===== config.mk =====
export PLATFORM = sky130hd
export DESIGN_NAME = mul_32bit_acc
export DESIGN_NICKNAME = d
export VERILOG_FILES = /design/src/rtl/mul_32bit_acc.sv
export SDC_FILE = /design/constraint.sdc
export NUM_CORES = 1
export LEC_CHECK = 0
export CELL_PAD_IN_SITES_DETAIL_PLACEMENT = 1
export CELL_PAD_IN_SITES_GLOBAL_PLACEMENT = 1
export CORE_ASPECT_RATIO = 0.6
export CORE_MARGIN = 4
export CORE_UTILIZATION = 35
export DETAILED_ROUTE_END_ITERATION = 12
export GPL_TIMING_DRIVEN = 0
export MAX_ROUTING_LAYER = met4
export PLACE_DENSITY_LB_ADDON = 0.1
export SETUP_SLACK_MARGIN = 0.1
export SYNTH_ARGS = -nofsm -noshare
export SYNTH_HDL_FRONTEND = slang
export SYNTH_SLANG_ARGS = --single-unit

===== constraint.sdc =====
create_clock -name i_clk -period 2.55 [get_ports i_clk]
set_input_delay 0.255 -clock i_clk [delete_from_list [all_inputs] [get_ports i_clk]]
set_output_delay 0.255 -clock i_clk [all_outputs]
set_load 0.005 [all_outputs]

===== src/rtl/mul_32bit_acc.sv =====
// mul_32bit_acc: accumulates ACC_LEN signed 32-bit products into an
// ACC_WIDTH-bit signed sum and hands the result downstream with a
// valid/ready handshake.
// Optional build macro MUL_ACC_SAT_EN: when defined, an overflowing
// addition saturates; otherwise it wraps modulo 2^ACC_WIDTH.
module mul_32bit_acc #(
    parameter int unsigned ACC_LEN   = 16,
    parameter int unsigned ACC_WIDTH = 40
) (
    input  logic                 i_clk,
    input  logic                 i_rst_n,
    input  logic                 i_clr,
    input  logic                 i_vld,
    input  logic [31:0]          i_res,
    output logic                 o_rdy,
    output logic                 o_vld,
    input  logic                 i_rdy,
    output logic [ACC_WIDTH-1:0] o_acc,
    output logic [8:0]           o_cnt,
    output logic                 o_ovf
);

    typedef enum logic [1:0] {
        IDLE = 2'd0,
        ACC  = 2'd1,
        DONE = 2'd2
    } state_t;

    localparam logic [8:0]           LEN_CNT = 9'(ACC_LEN);
    localparam logic [ACC_WIDTH-1:0] ACC_MAX = {1'b0, {(ACC_WIDTH-1){1'b1}}};
    localparam logic [ACC_WIDTH-1:0] ACC_MIN = {1'b1, {(ACC_WIDTH-1){1'b0}}};

    state_t                 state_q, state_d;
    logic [ACC_WIDTH-1:0]   acc_q, acc_d;
    logic [8:0]             cnt_q, cnt_d;
    logic                   ovf_q, ovf_d;

    logic [ACC_WIDTH-1:0]   res_ext;
    logic [ACC_WIDTH-1:0]   sum;
    logic                   add_ovf;
    logic [ACC_WIDTH-1:0]   add_val;
    logic [8:0]             cnt_inc;

    // Sign-extend the product and form the running sum with overflow detection
    always_comb begin
        res_ext = ACC_WIDTH'($signed(i_res));
        sum     = acc_q + res_ext;
        add_ovf = (acc_q[ACC_WIDTH-1] == res_ext[ACC_WIDTH-1]) &&
                  (sum[ACC_WIDTH-1] != acc_q[ACC_WIDTH-1]);
        cnt_inc = cnt_q + 9'd1;
`ifdef MUL_ACC_SAT_EN
        if (add_ovf) begin
            add_val = acc_q[ACC_WIDTH-1] ? ACC_MIN : ACC_MAX;
        end else begin
            add_val = sum;
        end
`else
        add_val = sum;
`endif
    end

    // Next-state and datapath update; clear overrides every other input
    always_comb begin
        state_d = state_q;
        acc_d   = acc_q;
        cnt_d   = cnt_q;
        ovf_d   = ovf_q;
        if (i_clr) begin
            state_d = IDLE;
            acc_d   = '0;
            cnt_d   = '0;
            ovf_d   = 1'b0;
        end else begin
            case (state_q)
                IDLE: begin
                    if (i_vld) begin
                        acc_d   = res_ext;
                        cnt_d   = 9'd1;
                        ovf_d   = 1'b0;
                        state_d = (LEN_CNT == 9'd1) ? DONE : ACC;
                    end
                end
                ACC: begin
                    if (i_vld) begin
                        acc_d = add_val;
                        cnt_d = cnt_inc;
                        ovf_d = ovf_q | add_ovf;
                        if (cnt_inc == LEN_CNT) begin
                            state_d = DONE;
                        end
                    end
                end
                DONE: begin
                    if (i_rdy) begin
                        state_d = IDLE;
                    end
                end
                default: begin
                    state_d = IDLE;
                end
            endcase
        end
    end

    // State and accumulator registers with asynchronous active-low reset
    always_ff @(posedge i_clk or negedge i_rst_n) begin
        if (!i_rst_n) begin
            state_q <= IDLE;
            acc_q   <= '0;
            cnt_q   <= '0;
            ovf_q   <= 1'b0;
        end else begin
            state_q <= state_d;
            acc_q   <= acc_d;
            cnt_q   <= cnt_d;
            ovf_q   <= ovf_d;
        end
    end

    // Handshake outputs decode directly from the state register
    always_comb begin
        o_rdy = (state_q != DONE);
        o_vld = (state_q == DONE);
        o_acc = acc_q;
        o_cnt = cnt_q;
        o_ovf = ovf_q;
    end

endmodule


### Yosys cells after proc, flatten, opt, wreduce, memory -nomap -nowiden

Cells that the tools add are included.

| word-level totals | value |
|---|---|
| output and inout port bits | 52 |
| register bits after elaboration | 52 |
| word-level logic and storage cells | 40 |
| input bits | 37 |

| operators by class | value |
|---|---|
| bitwise gates (word level) | 1 |
| reduce and logical (&&, ||, !) cells | 5 |
| muxes and demuxes | 18 |
| equality and inequality tests | 10 |
| $add $sub $neg | 2 |

Operator list:

| operator | count |
|---|---|
| 40-bit 2-to-1 mux | 3 |
| 40-bit one-hot mux with 2 select lines | 1 |
| 40-bit adder | 1 |
| 9-bit 2-to-1 mux | 3 |
| 9-bit one-hot mux with 2 select lines | 1 |
| 2-bit 2-to-1 mux | 5 |
| 9-bit by 1-bit adder with 9-bit output (second input constant) | 1 |
| 9-bit by 5-bit == test with 1-bit output (second input constant) | 1 |
| 3-bit inequality test (second input constant) | 3 |
| 2-bit one-hot mux with 3 select lines | 1 |
| 4-bit AND reduction | 1 |
| 1-bit 2-to-1 mux | 3 |
| 3-bit by 2-bit inequality test with 1-bit output (second input constant) | 1 |
| 3-bit AND reduction | 1 |
| 3-bit nonzero test | 1 |
| 2-bit by 1-bit == test with 1-bit output (second input constant) | 1 |
| 2-bit == test (second input constant) | 1 |
| 2-bit zero test | 1 |
| 2-bit inequality test (second input constant) | 1 |
| 1-bit one-hot mux with 2 select lines | 1 |
| 1-bit == test | 1 |
| 1-bit logical AND | 1 |
| 1-bit inequality test | 1 |
| 1-bit bitwise OR | 1 |

### Depth between registers and ports, before layout

| depth | value |
|---|---|
| word-level depth | 7 |
| depth in mapped cells | 11 |
| mapped depth without buffers | 11 |

### Worst setup path before layout

OpenSTA, ideal clock, no wires.

| path | value |
|---|---|
| path type | flip-flop to flip-flop |
| from | register acc_q[0] (netlist: o_acc[0]) |
| to | register acc_q[36] (netlist: o_acc[36]) |
| path buffers | 0 |
| data required time | 2.429 ns |
| stages on the path, launching flop included | 12 |
| data arrival time | 2.640 ns |
| clock period less this slack | 2.761 ns |
| library setup time | 0.121 ns |
| slack | -0.211 ns |
| cell sequence | dfrtp_1 ha_1 fa_1 a21oi_1 nor2_1 o311ai_4 a2111oi_0 o2111ai_1 nand2_1 a2111oi_0 a31oi_1 a22o_1 |

| on the way | value |
|---|---|
| word-level cells in the longest chain between the ends | 4 |

Ends and longest elaborated chain:

| item | RTL line | text |
|---|---|---|
| from (decl) | 34 | `logic [ACC_WIDTH-1:0] acc_q, acc_d;` |
| from (signal assigned) | 109 | `acc_q <= '0;` |
| from (signal assigned) | 114 | `acc_q <= acc_d;` |
| 40-bit adder | 47 | `sum = acc_q + res_ext;` |
| 40-bit 2-to-1 mux | 84 | `if (i_vld) begin` |
| 40-bit one-hot mux with 2 select lines | 74 | `case (state_q)` |
| 40-bit 2-to-1 mux | 68 | `if (i_clr) begin` |

No other way between the ends. The select of a mux whose other input is x is not followed.
A chain may end at the register's enable or synchronous reset.

### Worst setup path after layout

| path | value |
|---|---|
| from | register acc_q[0] (netlist: o_acc[0]) |
| to | register acc_q[24] (netlist: o_acc[24]) |

The elaborated chain is that of the path after synthesis.

==> results.cfg <==
[power_and_ir_drop]
p_sw_mw = 1.403
totalPowerFinal_mw = 3.732
ir_drop_mv = 0.2753
p_clk_share_pct = 23.4
power.internal_mw = 2.329
cellPowerDensity_nw_per_um2 = 529.6
switching_share_pct = 37.59
power_frac_seq_pct = 26.5
leakage_nw = 3.106
pwr-share-comb_pct = 50.1

[sta]
fin_skew_ns = 0.01073
finalSetupViolCount = 18
worst_slack_ns = -0.2661
rsz0062_at_grt = yes
fin_crit_sh_pct = 110.4
max_freq_mhz = 355.1
maxSlewViolCount = 0
slew_headroom_pct = 45.33
period_minus_slack_ns = 2.816
hold_violations = 0
worstMarginPinSlew_ns = 0.8201

[cells_and_area]
fin_area_um2 = 7047
nets = 793
area_growth_pct = 54.30
final_cells = 886
drive_gt1_share_pct = 27.23
n_antenna_cell = 0

[logic_synthesis]
yosysWarnings = 0
synthArstFlopShare_pct = 100.0
syn-instance-count = 559
ys.flop_type = dfrtp_1
syn-num-nets = 637
seq_area_frac_synth_pct = 28.49
syn_area_um2 = 4567
ys_types = 64
ys_ff_latch = 52
synth_edf_count = 0
syn_avg_cell_area_um2 = 8.170

[global_route]
grt_pass1_vias = 5223
antenna_found_initial = 0
grt_usage_pct = 24.23
grt_max_degree = 36
grt_overflow = 0
grt_pass1_wl_mm = 27.90

[floorplanning]
die_height_um = 96.48
core_region_area_um2 = 12810
die_w_um = 155.5
fp-row-count = 32
io_pins = 89
dieArea_um2 = 15000
initial_core_util_pct = 35.64

[critical_path]
crit_chain = ha_2 > fa_2 > a21oi_4 > nor2_4 > o311ai_4 > buf_4 > a211oi_4 > o211ai_1 > nand3b_1 > a31oi_1 > xor2_1 > o21ai_0
crit_type = reg -> reg
r2r_end = o_acc[24]
arrival_ns = 2.98
path_max_fanout = 2
slowest_delay_ns = 0.38
slowest_stage = dfrtp_1
crit_family = compound AO/OA/AOI/OAI gates
critPathRequiredTime_ns = 2.71
critPathBufInv = 1
setup.worst_path.end_class = register
rrSetupSlack_ns = -0.27
r2r_cells = 12
critPathLaunchType = register
rr_startpoint = o_acc[0]

[route]
vias = 5077
via_per_inst = 5.730
initialDrtViolationCount = 296
wl_per_cell_um = 21.13
drc = 0
firstDrtPassIters = 4
drt-total-wl_mm = 18.72
antenna_left = 0

[clocking]
cts.sinks = 52
htreeDepth = 2
numCtsBuffers = 5
clockRootBuffer = clkbuf_16
path_clk_slew_ns = 0.08
cts_tree = built
clock_path_buffers = 2
clock_latency_ns = 0.30

[place]
placed_cells = 818
hpwl_mm = 12.55
place_area_um2 = 5723
place_congestion = 0.8963
port_buffers = 88

[worst_hold_path]
holdCritStartpoint = i_res[30]
hp-class = in -> reg
hold_depth = 3
hold-path-endpoint = o_acc[30]

[outcome]
violations = negative setup slack
status = complete, but fails checks

[run]
maxCapViolCount = 0
## cell usage after synthesis, drive strengths merged (2+ instances only)
cell type / number / share of area [%]
and4: 2 / 0.41
and3: 7 / 1.0
a311oi: 3 / 0.71
o31ai: 2 / 0.44
a2111oi: 2 / 0.38
nand3b: 3 / 0.49
a211oi: 5 / 0.93
dfrtp: 52 / 28
o22ai: 2 / 0.27
clkbuf: 20 / 2.5
ha: 40 / 11
a21oi: 66 / 7.2
o211ai: 2 / 0.33
a22o: 7 / 1.3
xnor2: 16 / 3.2
and2: 9 / 1.3
o21ai: 63 / 7.1
nor2: 55 / 4.6
nor2b: 4 / 0.55
or3: 4 / 0.55
nand4: 7 / 0.96
inv: 9 / 0.74
or2: 4 / 0.55
o2111ai: 2 / 0.38
a21o: 22 / 3.7
xor2: 18 / 3.5
o21a: 3 / 0.49
nand2: 57 / 4.7
buf: 3 / 0.58
nand3: 15 / 1.6
o21bai: 10 / 1.6
a31oi: 4 / 0.55
nand2b: 7 / 0.96
nor3: 4 / 0.44
a22oi: 12 / 2.0
mux2i: 6 / 1.3
## per-layer routing
layer  global-route usage (%)  vias to the layer above  share of wire, %
li1                         -                     2350                 -
met1                    33.15                     2593                48
met2                    38.88                      116                47
met3                    3.694                       18               3.9
met4                    4.297                        0              0.96
met5                        -                        -                 0
## per-stage QoR
| step | utilization [%] | worst slack, ns | TNS, ns | hold slack (ns) |
|---|---|---|---|---|
| 6_report | 55.00 | -0.2661 | -2.377 | 0.2523 |
| 3_5_place_dp | 44.67 | -0.9580 | -14.52 | 0.2626 |
| 3_3_place_gp | 44.55 | -0.9253 | -48.14 | 0.4830 |
| 5_1_grt | 55.00 | -0.4235 | -4.760 | 0.2861 |
| 4_1_cts | 51.41 | -0.2960 | -2.248 | 0.4091 |
| 2_1_floorplan | - | 0.01621 | 0 | -0.04059 |
## placed cells by master, fill, tap and decap left out, types with 4 or more instances in the layout
cell / instances
a22o_1: 7
clkbuf_1: 10
ha_4: 16
xnor2_1: 12
ha_2: 6
a21oi_4: 6
dlygate4sd2_1: 8
a21o_1: 19
nor2_1: 45
nand2_1: 53
nor2_4: 4
nand2b_1: 5
nand4_1: 7
a21oi_1: 47
and2_1: 8
clkdlybuf4s50_1: 72
xor2_1: 18
nor3_1: 4
o21ai_0: 35
clkbuf_16: 5
inv_1: 8
a22oi_1: 12
nand3_1: 14
buf_4: 59
nor2_2: 6
xnor2_2: 4
o21bai_1: 8
buf_6: 6
o21ai_2: 6
ha_1: 18
nor2b_1: 4
and3_1: 4
dfrtp_1: 50
mux2i_1: 6
clkbuf_8: 6
a211oi_4: 4
o21ai_1: 21
a21oi_2: 13
dlymetal6s2s_1: 6
## worst max-delay path by stage
| stage | cells past startpoint | slack, ns | to | start |
|---|---|---|---|---|
| after floorplan | 11 | 0.02 | o_acc[36] | o_acc[0] |
| after global placement | 12 | -0.93 | o_acc[38] | i_res[31] |
| after detailed placement | 12 | -0.96 | o_acc[38] | i_res[31] |
| after CTS | 11 | -0.30 | o_acc[34] | o_acc[0] |
| after global routing | 12 | -0.42 | o_acc[24] | o_acc[0] |
| final | 12 | -0.27 | o_acc[24] | o_acc[0] |
## worst reg2reg max path, delay by kind of cell, from the launching register on
family | cells | cell delay (ns)
adders and majority gates | 2 | 0.57
DFF | 1 | 0.38
AOI/OAI and AO/OA | 6 | 1.11
xor gates and xnor gates | 1 | 0.19
buffers and inverters | 1 | 0.20
and+or+nand+nor | 2 | 0.22
## cell families after synthesis
kind of cell    count (synthesis)  share of synthesized area, %
fa+ha+maj                      41                         11.40
simple gates                  182                         18.90
xor+xnor                       34                         6.685
mux                             6                         1.315
compound gates                210                         28.79
buf+inv                        34                         4.411
flops                          52                         28.49
## repair_timing
action,CTS,global route
endpoints found under the setup margin,28,36
hold endpoints to repair,17,0
buffers inserted,35,26
pin swaps,34,42
gates resized for setup,109,64
gates cloned,0,0
hold buffers,1,0
## state kept, by name, indices dropped and copies added (netlist names)
register  count
o_ovf         1
o_acc        40
state_q       2
o_cnt         9
## power groups by stage
stage,registers (mW),clock network (mW),logic [mW]
floorplan,0.989,0,0.868
global placement,0.994,0,1.34
detailed placement,1.00,0,1.39
CTS,0.987,0.889,1.65
global route,1.00,0.923,2.02
finish,0.991,0.872,1.87
## area by class of cell
class	instances	area, um^2
Buffer	24	190.2
Multi-Input combinational cell	473	3750
Timing Repair Buffer	150	1374
Tap cell	170	212.7
Inverter	9	33.78
Clock buffer	7	152.6
Sequential cell	52	1304
Fill cell	1507	5766
Clock inverter	1	30.03
Power figures use the tool's default switching activity.
